<file path="config.mk">
export PLATFORM = sky130hd
export DESIGN_NAME = lfsr_random_bank
export DESIGN_NICKNAME = d
export VERILOG_FILES = /design/src/rtl/lfsr_random_bank_pkg.sv /design/src/rtl/lfsr_random_bank_stage.sv /design/src/rtl/lfsr_random_bank.sv
export SDC_FILE = /design/constraint.sdc
export NUM_CORES = 1
export LEC_CHECK = 0
export CAP_MARGIN = 20
export CORE_MARGIN = 5
export CORE_UTILIZATION = 40
export DETAILED_ROUTE_END_ITERATION = 8
export GPL_TIMING_DRIVEN = 0
export PLACE_DENSITY_LB_ADDON = 0.12
export RECOVER_POWER = 25
export SETUP_SLACK_MARGIN = 0.1
export SLEW_MARGIN = 20
export SYNTH_ARGS = -nofsm -noshare
export SYNTH_HDL_FRONTEND = slang
export SYNTH_SLANG_ARGS = --single-unit
export TNS_END_PERCENT = 20
</file>
<file path="constraint.sdc">
create_clock -name CLK -period 5.18 [get_ports CLK]
set_input_delay 1.036 -clock CLK [delete_from_list [all_inputs] [get_ports CLK]]
set_output_delay 1.036 -clock CLK [all_outputs]
set_load 0.1 [all_outputs]
</file>
<file path="src/rtl/lfsr_random_bank_pkg.sv">
// Shared types and constants for the LFSR random bank.
// Holds the draw FSM states, default LFSR constants and the draw mask helper.
package lfsr_random_bank_pkg;

    typedef enum logic [1:0] {
        DRAW_IDLE,
        DRAW_SAMPLE,
        DRAW_DONE
    } draw_state_e;

    localparam logic [15:0] DEFAULT_TAPS      = 16'h6B8E;
    localparam logic [15:0] DEFAULT_SEED_BASE = 16'hF073;

    // Smallest 2^k-1 covering limit-1; zero limit means the full range.
    function automatic logic [31:0] mask_from_limit(input logic [31:0] limit);
        logic [31:0] m;
        if (limit == 32'd0) begin
            return '1;
        end
        m = limit - 32'd1;
        m = m | (m >> 1);
        m = m | (m >> 2);
        m = m | (m >> 4);
        m = m | (m >> 8);
        m = m | (m >> 16);
        return m;
    endfunction

endpackage

</file>
<file path="src/rtl/lfsr_random_bank_stage.sv">
// One Galois LFSR channel: reset seed, seed load (wins over step) and step.
// Define RNG_ZERO_GUARD_EN to replace an all-zero load with the reset seed.
module lfsr_galois_stage
    import lfsr_random_bank_pkg::*;
#(
    parameter int             W          = 16,
    parameter logic [W-1:0]   TAPS       = W'(DEFAULT_TAPS),
    parameter logic [W-1:0]   RESET_SEED = W'(DEFAULT_SEED_BASE)
) (
    input  logic         clk,
    input  logic         rst,
    input  logic         step,
    input  logic         load,
    input  logic [W-1:0] load_data,
    output logic [W-1:0] state
);

    logic [W-1:0] stepped;
    logic [W-1:0] load_val;
    logic [W-1:0] fb_mask;

    // Stage 0 only ever receives the wrapped MSB, so tap bit 0 is ignored.
    assign fb_mask = {TAPS[W-1:1], 1'b0} & {W{state[W-1]}};
    assign stepped = {state[W-2:0], state[W-1]} ^ fb_mask;

`ifdef RNG_ZERO_GUARD_EN
    assign load_val = (load_data == '0) ? RESET_SEED : load_data;
`else
    assign load_val = load_data;
`endif

    always_ff @(posedge clk) begin
        if (rst) begin
            state <= RESET_SEED;
        end else if (load) begin
            state <= load_val;
        end else if (step) begin
            state <= stepped;
        end
    end

endmodule

</file>
<file path="src/rtl/lfsr_random_bank.sv">
// Bank of Galois LFSR channels with a bounded rejection-sampling draw on ch0.
// Optional RNG_ZERO_GUARD_EN makes zero seed loads fall back to the reset seed.
module lfsr_random_bank
    import lfsr_random_bank_pkg::*;
#(
    parameter int           W         = 16,
    parameter int           CHANNELS  = 2,
    parameter logic [W-1:0] TAPS      = W'(DEFAULT_TAPS),
    parameter logic [W-1:0] SEED_BASE = W'(DEFAULT_SEED_BASE),
    parameter int           MAX_TRIES = 8,
    localparam int          CH_W      = (CHANNELS > 1) ? $clog2(CHANNELS) : 1
) (
    input  logic                  CLK,
    input  logic                  RST,
    input  logic                  STEP_EN,
    input  logic                  SEED_LOAD,
    input  logic [CH_W-1:0]       SEED_CH,
    input  logic [W-1:0]          SEED_DATA,
    output logic [W*CHANNELS-1:0] RANDOM_RESULT,
    input  logic                  DRAW_REQ,
    input  logic [W-1:0]          DRAW_LIMIT,
    output logic                  DRAW_VALID,
    output logic [W-1:0]          DRAW_VALUE,
    input  logic                  DRAW_ACK,
    output logic                  DRAW_RETRY_OUT
);

    draw_state_e  state_q, state_n;
    logic [W-1:0] limit_q, limit_n;
    logic [W-1:0] mask_q, mask_n;
    logic [3:0]   tries_q, tries_n;
    logic [W-1:0] value_q, value_n;
    logic         retry_q, retry_n;
    logic         valid_q, valid_n;

    logic [W-1:0] chan_state [CHANNELS];
    logic [W-1:0] cand;

    for (genvar i = 0; i < CHANNELS; i++) begin : g_chan
        localparam logic [2*W-1:0] DBL = {SEED_BASE, SEED_BASE} << (i % W);
        localparam logic [W-1:0]   SEED = DBL[2*W-1:W];

        logic step;
        logic load;

        // ch0 keeps stepping while sampling so every try sees a fresh value.
        if (i == 0) begin : g_ch0
            assign step = STEP_EN || (state_q == DRAW_SAMPLE);
        end else begin : g_chn
            assign step = STEP_EN;
        end
        assign load = SEED_LOAD && (SEED_CH == CH_W'(i));

        lfsr_galois_stage #(
            .W          (W),
            .TAPS       (TAPS),
            .RESET_SEED (SEED)
        ) u_stage (
            .clk       (CLK),
            .rst       (RST),
            .step      (step),
            .load      (load),
            .load_data (SEED_DATA),
            .state     (chan_state[i])
        );

        assign RANDOM_RESULT[i*W +: W] = chan_state[i];
    end

    assign cand = chan_state[0] & mask_q;

    always_ff @(posedge CLK) begin
        if (RST) begin
            state_q <= DRAW_IDLE;
            limit_q <= '0;
            mask_q  <= '0;
            tries_q <= '0;
            value_q <= '0;
            retry_q <= 1'b0;
            valid_q <= 1'b0;
        end else begin
            state_q <= state_n;
            limit_q <= limit_n;
            mask_q  <= mask_n;
            tries_q <= tries_n;
            value_q <= value_n;
            retry_q <= retry_n;
            valid_q <= valid_n;
        end
    end

    always_comb begin
        state_n = state_q;
        limit_n = limit_q;
        mask_n  = mask_q;
        tries_n = tries_q;
        value_n = value_q;
        retry_n = retry_q;
        valid_n = valid_q;
        unique case (state_q)
            DRAW_IDLE: begin
                if (DRAW_REQ) begin
                    limit_n = DRAW_LIMIT;
                    mask_n  = W'(mask_from_limit(32'(DRAW_LIMIT)));
                    tries_n = '0;
                    retry_n = 1'b0;
                    state_n = DRAW_SAMPLE;
                end
            end
            DRAW_SAMPLE: begin
                if (limit_q == '0 || cand < limit_q) begin
                    value_n = cand;
                    valid_n = 1'b1;
                    state_n = DRAW_DONE;
                end else if (tries_q == 4'(MAX_TRIES - 1)) begin
                    // Out of tries: fold the rejected candidate into range.
                    value_n = cand - limit_q;
                    retry_n = 1'b1;
                    valid_n = 1'b1;
                    state_n = DRAW_DONE;
                end else begin
                    tries_n = tries_q + 4'd1;
                end
            end
            DRAW_DONE: begin
                if (DRAW_ACK) begin
                    valid_n = 1'b0;
                    state_n = DRAW_IDLE;
                end
            end
            default: begin
                state_n = DRAW_IDLE;
            end
        endcase
    end

    assign DRAW_VALID     = valid_q;
    assign DRAW_VALUE     = value_q;
    assign DRAW_RETRY_OUT = retry_q;

endmodule

</file>
==> impl_metrics.toml, run 1 <==
[die]
die-height_um = 126.7
die_w_um = 126.7
core_area_mm2 = 0.01330
floorplan.initialDensity_pct = 40.94
die_area_mm2 = 0.01604
placementRows = 42
number_of_i_o_pins = 89

[yosys]
synth-xor-area-share_pct = 5.149
postSynth.asyncResetShare_pct = 0
synthesis.area_per_instance_um2 = 7.764
post_synth_inst_count = 701
synth_ff_type = "sky130_fd_sc_hd__dfxtp_1"
main_combinational_cell_family_by_area_after_synthesis = "simple AND/OR/NAND/NOR gates"
post_synth_instance_area_mm2 = 0.005443
synthMuxAreaShare_pct = 2.046
yosys_register_bits = 88
synthesis.nets = 763
synth_simple_gate_area_share_pct = 25.72
synthDistinctLibCells = 65
number_of_synthesized_flops_with_an_enable_pin = 0
ys_warn_count = 0
synth_compound_area_share_pct = 23.56
seq_area_frac_synth_pct = 32.37
post_synthesis_adder_cell_area_fraction_pct = 5.425

[cells_and_area]
area_delta_synth_final_pct = 24.11
layout_commonest_cell = "sky130_fd_sc_hd__nand2_1"
final_net_count = 857
final_cell_mix = "sky130_fd_sc_hd__nand2_1 (96), sky130_fd_sc_hd__dfxtp_1 (88), sky130_fd_sc_hd__clkdlybuf4s50_1 (81)"
number_of_fill_cells_in_the_layout = 1323
layout.cells.non_filler = 974
drive_above_1_share_pct = 4.386
diodes = 0

[grt]
grt_pass1_vias = 5184
grt_overflow = 0
groute.usage.overall_pct = 21.20
grt_antenna_before_repair = 0
grt_pass1_wl_mm = 27.14
grt_max_degree = 14

[clock_tree]
clk_pin_slew_ns = 0.06
post_cts.repair.setup_buffers = 0
cts_hold_repair.buffers = 0
clkSinkCount = 88
clk_root_buffer_cell = "sky130_fd_sc_hd__clkbuf_16"
clk-insertion-delay-late_ns = 0.35
post_cts_resize_count = 0
h-tree-depth = 3
cts_made_buffers = 9
cts_tree = "yes"
ctsLongestPathBuffers = 2

[sta]
layout_setup_ws_ns = 1.045
fin_worst_skew_ns = 0.008176
finalCritPeriodShare_pct = 79.82
drv_slew = 0
setup-tns-final_ns = 0
grt_setup_unrepaired = "false"
hold_violations = 0
fmaxAchievable_ghz = 0.2419
worst_slew_margin_pct = 33.04
tightest_slew_ns = 1.001
setup-violations-final = 0
min_period_ns = 4.135

[power]
p_leak_nw = 2.480
power.density_cell_area_mw_per_mm2 = 553.5
highest_ir_drop_seen_on_vdd_uv = 292.1

[placement]
port_buffers = 83
numPlacedInstances = 960
dpl_worst_slack_ns = 0.6985
place_hpwl_mm = 13.60
place.gp.congestion = 0.8426

[critical_path]
timing.setup.critical_path_class = "input pin to flop"
timing.critical_path.fanout_max = 10
end_kind = "flop"
critical_path_required_ns = 5.42
critPathLaunchType = "input pin"
crit_arrival_ns = 4.37

[detailed_routing]
dr_wl_met2_mm = 7.837
initialDrtViolationCount = 313
viasPerCell = 5.561
number_of_nets_with_antenna_violations_after_detailed_routing = 0
drt-met1-wl_mm = 7.872
wirelength_mm = 17.05
routedWlPerCell_um = 17.51
dr_total_vias = 5416
maxUsedRoutingLayer = "met4"
met3_length_um = 949
route.detailed.drc = 0
drtPass1Iterations = 5

[run]
cap_violations = 0

[worst_hold_path]
hp-class = "flop to flop"

[run_status]
run_status = "finished, final reports clean"
-- cell usage after synthesis (all sizes together) (4+ instances only) --
library cell	instances	area share, %
a211o	10	1.7
a211oi	29	4.0
a21o	5	0.69
a21oi	51	4.7
a311oi	19	3.1
a31oi	7	0.80
and2	18	2.1
buf	7	0.83
clkbuf	43	3.0
dfxtp	88	32
ha	22	5.1
inv	28	1.9
mux2i	10	1.8
nand2	96	6.6
nand2b	23	2.6
nand3	11	1.0
nand3b	8	1.3
nand4	7	1.0
nor2	64	4.4
nor2b	4	0.46
nor3	19	1.7
nor4	10	1.4
o211ai	8	1.1
o21a	9	1.2
o21ai	27	2.5
or3	7	0.85
or4	4	0.62
xnor2	29	4.7
-- state kept, by name (all words and copies together) (netlist names) --
name	count
DRAW_VALUE	16
tries_q	4
limit_q	16
state_q	2
DRAW_RETRY_OUT	1
g_chan.u_stage.state	32
mask_q	16
DRAW_VALID	1
-- logic make-up after synthesis --
kind of cell,count (synthesis)
compound gates,188
simple gates,281
fa+ha+maj,23
xor+xnor,32
flops,88
buf+inv,78
mux,11
-- metal layers --
| metal | track usage (%) | up-vias |
|---|---|---|
| met5 | 0 | - |
| met4 | 6.877 | 0 |
| met3 | 5.044 | 27 |
| met2 | 33.72 | 147 |
| met1 | 28.38 | 2558 |
| li1 | - | 2684 |
-- worst max-delay path, stage by stage --
cell	delay, ns
sky130_fd_sc_hd__clkdlybuf4s50_1	0.52
sky130_fd_sc_hd__inv_1	0.10
sky130_fd_sc_hd__ha_1	0.14
sky130_fd_sc_hd__clkbuf_1	0.29
sky130_fd_sc_hd__nand2b_1	0.23
sky130_fd_sc_hd__or4_1	0.45
sky130_fd_sc_hd__o21ai_0	0.21
sky130_fd_sc_hd__nand4_2	0.19
sky130_fd_sc_hd__nor4_4	0.61
sky130_fd_sc_hd__nand4_2	0.24
sky130_fd_sc_hd__o31a_1	0.35
-- worst paths after layout --
| check | startpoint | endpoint | slack, ns | cells after the start |
|---|---|---|---|---|
| max | DRAW_LIMIT[0] | mask_q[3] | 1.05 | 11 |
| min | DRAW_RETRY_OUT | DRAW_RETRY_OUT | 0.47 | 1 |
| max reg2reg | g_chan[0].u_stage.state[13] | DRAW_VALUE[13] | 1.64 | 12 |
| min reg2reg | DRAW_RETRY_OUT | DRAW_RETRY_OUT | 0.47 | 1 |
-- per-stage QoR --
step           area (µm²)  util [%]  hold WS (ns)  power, mW
2_1_floorplan        5443         -        0.4490      2.600
3_3_place_gp         6494     48.84        0.4560      3.111
3_5_place_dp         6494     48.84        0.4653      3.140
4_1_cts              6755     50.81        0.4787      3.739
5_1_grt              6755     50.81        0.5022      3.965
6_report             6755     50.81        0.4713      3.739
-- layout make-up --
type / count / area, µm² / share of cell area (%)
Buffer: 50 / 206.4 / 3.056
Multi-Input combinational cell: 535 / 3369 / 49.88
Clock buffer: 10 / 239.0 / 3.538
Clock inverter: 4 / 22.52 / 0.3334
Inverter: 28 / 105.1 / 1.556
Tap cell: 176 / 220.2 / 3.260
Timing Repair Buffer: 83 / 830.8 / 12.30
Sequential cell: 88 / 1762 / 26.08
-- where the power goes --
part	internal, mW	total, mW	switching (mW)
sequential	0.828	0.944	0.116
combinational	0.673	2.19	1.52
clock	0.330	0.600	0.270
total	1.83	3.74	1.91
Note: power is estimated with default switching activity, not from simulation.
==> run 2: changes to the inputs <==
==> constraint.sdc (replaced) <==
create_clock -name CLK -period 3.9 [get_ports CLK]
set_input_delay 0.78 -clock CLK [delete_from_list [all_inputs] [get_ports CLK]]
set_output_delay 0.78 -clock CLK [all_outputs]
set_load 0.1 [all_outputs]
==> run 2 against run 1 <==
  * Flip-flop and latch count is the same
  * Combinational power grew 33%
  * Wire length shrank 0.21%
  * Clock skew is essentially flat
  * Total power grew 33%
  * Critical endpoint is now DRAW_VALUE[13]
==> impl_metrics.toml, run 2 (synthesis results as in run 1) <==
[run_status]
run_status = "finished, final reports clean"

[critical_path]
critical_path.top_delay_family = "simple AND/OR/NAND/NOR gates"
r2r_setup_slack_ns = 0.35
cp_cell_sequence = "and2_1, ha_1, clkbuf_1, and4_1, and3_1, o221a_2, o2111a_1, nor2_1, clkbuf_1, buf_2, nand2_1, a311oi_1"
timing.setup.critical_path_class = "flop to flop"
critPathLaunchType = "flop"
worst_r2r_startpoint = "g_chan[0].u_stage.state[13]"
crit_buf_inv = 3
crit_start = "g_chan[0].u_stage.state[13]"
cp_slowest_stage_delay_ns = 0.43
end_kind = "flop"
crit_arrival_ns = 3.80
cp_slowest_cell = "sky130_fd_sc_hd__dfxtp_1"
crit_top_cell = "sky130_fd_sc_hd__clkbuf_1"
timing.critical_path.fanout_max = 10
critical_path_required_ns = 4.15
rr_worst_depth = 12
worst_r2r_endpoint = "DRAW_VALUE[13]"

[grt]
grt_pass1_vias = 5182
grt_antenna_before_repair = 0
grt_overflow = 0
grt_pass1_wl_mm = 27.13
grt_max_degree = 14
groute.usage.overall_pct = 21.19

[detailed_routing]
viasPerCell = 5.591
dr_total_vias = 5451
drtPass1Iterations = 5
drt-met1-wl_mm = 7.907
met3_length_um = 877
initialDrtViolationCount = 342
number_of_nets_with_antenna_violations_after_detailed_routing = 0
route.detailed.drc = 0
dr_wl_met2_mm = 7.816
routedWlPerCell_um = 17.46
maxUsedRoutingLayer = "met4"
wirelength_mm = 17.02

[cells_and_area]
area_delta_synth_final_pct = 24.25
flip_flop_count_of_the_largest_register_all_copies_and_words_added = 32
sequential_cell_area_mm2 = 0.001762
layout_commonest_cell = "sky130_fd_sc_hd__nand2_1"
layout.cells.non_filler = 975
final_net_count = 858
diodes = 0
final_core_utilization_pct = 50.87
multi_input_area_mm2 = 0.003369
registers.top_by_ff_count = "g_chan.u_stage.state"
drive_above_1_share_pct = 4.506
number_of_fill_cells_in_the_layout = 1321
final_area_mm2 = 0.006763
final_cell_mix = "sky130_fd_sc_hd__nand2_1 (96), sky130_fd_sc_hd__dfxtp_1 (88), sky130_fd_sc_hd__clkdlybuf4s50_1 (81)"

[power]
p_leak_nw = 2.485
power.density_cell_area_mw_per_mm2 = 734.7
design_power_total_mw = 4.969
highest_ir_drop_seen_on_vdd_uv = 387.6

[sta]
hold_violations = 0
finalCritPeriodShare_pct = 91.08
min_period_ns = 3.552
tightest_slew_ns = 1.001
drv_slew = 0
grt_setup_unrepaired = "false"
setup-violations-final = 0
hold-worst-slack_ns = 0.4713
fmaxAchievable_ghz = 0.2815
fin_worst_skew_ns = 0.008564
worst_slew_margin_pct = 33.05

[clock_tree]
clk_pin_slew_ns = 0.06
cts_tree = "yes"
cts_made_buffers = 9
clk_root_buffer_cell = "sky130_fd_sc_hd__clkbuf_16"
clkSinkCount = 88
clk-insertion-delay-late_ns = 0.35
post_cts_resize_count = 0
cts_hold_repair.buffers = 0
ctsLongestPathBuffers = 2
h-tree-depth = 3

[worst_hold_path]
min-delay-start = "DRAW_RETRY_OUT"
hp-class = "flop to flop"
hold_depth = 1
whs_endpoint = "DRAW_RETRY_OUT"

[placement]
placement.cell_area_mm2 = 0.006494
place_hpwl_mm = 13.60
place.gp.congestion = 0.8426
port_buffers = 83
numPlacedInstances = 960

[die]
number_of_i_o_pins = 89
die_area_mm2 = 0.01604
floorplan.initialDensity_pct = 40.94
placementRows = 42
die_w_um = 126.7
core_area_mm2 = 0.01330
die-height_um = 126.7

[run]
cap_violations = 0
-- run 2: area by class of cell --
type / instances / share of cell area, %
flip-flops and latches: 88 / 26.05
clock inverters: 4 / 0.3330
clock buffers: 10 / 3.534
well taps: 176 / 3.256
inverters: 28 / 1.554
plain buffers: 50 / 3.053
multi-input cells: 535 / 49.82
repair buffers: 84 / 12.40
-- run 2: what timing repair did --
action,CTS,global route
gates cloned,0,0
endpoints found under the setup margin,1,3
setup buffers,0,1
pin swaps,1,1
-- run 2: how the worst max path moves through the flow --
| stage | end | slack (ns) | cells past startpoint |
|---|---|---|---|
| 2_1_floorplan | DRAW_VALUE[10] | 0.32 | 11 |
| 3_3_place_gp | mask_q[3] | -0.23 | 11 |
| 3_5_place_dp | mask_q[3] | -0.33 | 11 |
| 4_1_cts | mask_q[3] | 0.15 | 11 |
| 5_1_grt | DRAW_VALUE[13] | 0.10 | 12 |
| 6_report | DRAW_VALUE[13] | 0.35 | 12 |
-- run 2: per-layer routing --
layer / GRT usage, % / up-vias
li1: - / 2689
met1: 28.30 / 2586
met2: 33.72 / 147
met3: 5.128 / 29
met4: 6.877 / 0
met5: 0 / -
-- run 2: metrics by stage --
step	setup TNS, ns	setup slack (ns)
floorplan	0	0.3181
global placement	-0.4817	-0.2332
detailed placement	-0.7571	-0.3255
CTS	0	0.1498
global route	0	0.1045
finish	0	0.3478
-- run 2: worst reg2reg max path: stages, from the launching register on --
cell                       delay [ns]
sky130_fd_sc_hd__dfxtp_1         0.43
sky130_fd_sc_hd__and2_1          0.27
sky130_fd_sc_hd__ha_1            0.27
sky130_fd_sc_hd__clkbuf_1        0.22
sky130_fd_sc_hd__and4_1          0.30
sky130_fd_sc_hd__and3_1          0.19
sky130_fd_sc_hd__o221a_2         0.14
sky130_fd_sc_hd__o2111a_1        0.30
sky130_fd_sc_hd__nor2_1          0.30
sky130_fd_sc_hd__clkbuf_1        0.42
sky130_fd_sc_hd__buf_2           0.29
sky130_fd_sc_hd__nand2_1         0.07
sky130_fd_sc_hd__a311oi_1        0.26
-- run 2: power by group --
| group | internal, mW | switching [mW] |
|---|---|---|
| clock network | 0.439 | 0.362 |
| registers | 1.10 | 0.153 |
| logic | 0.895 | 2.02 |
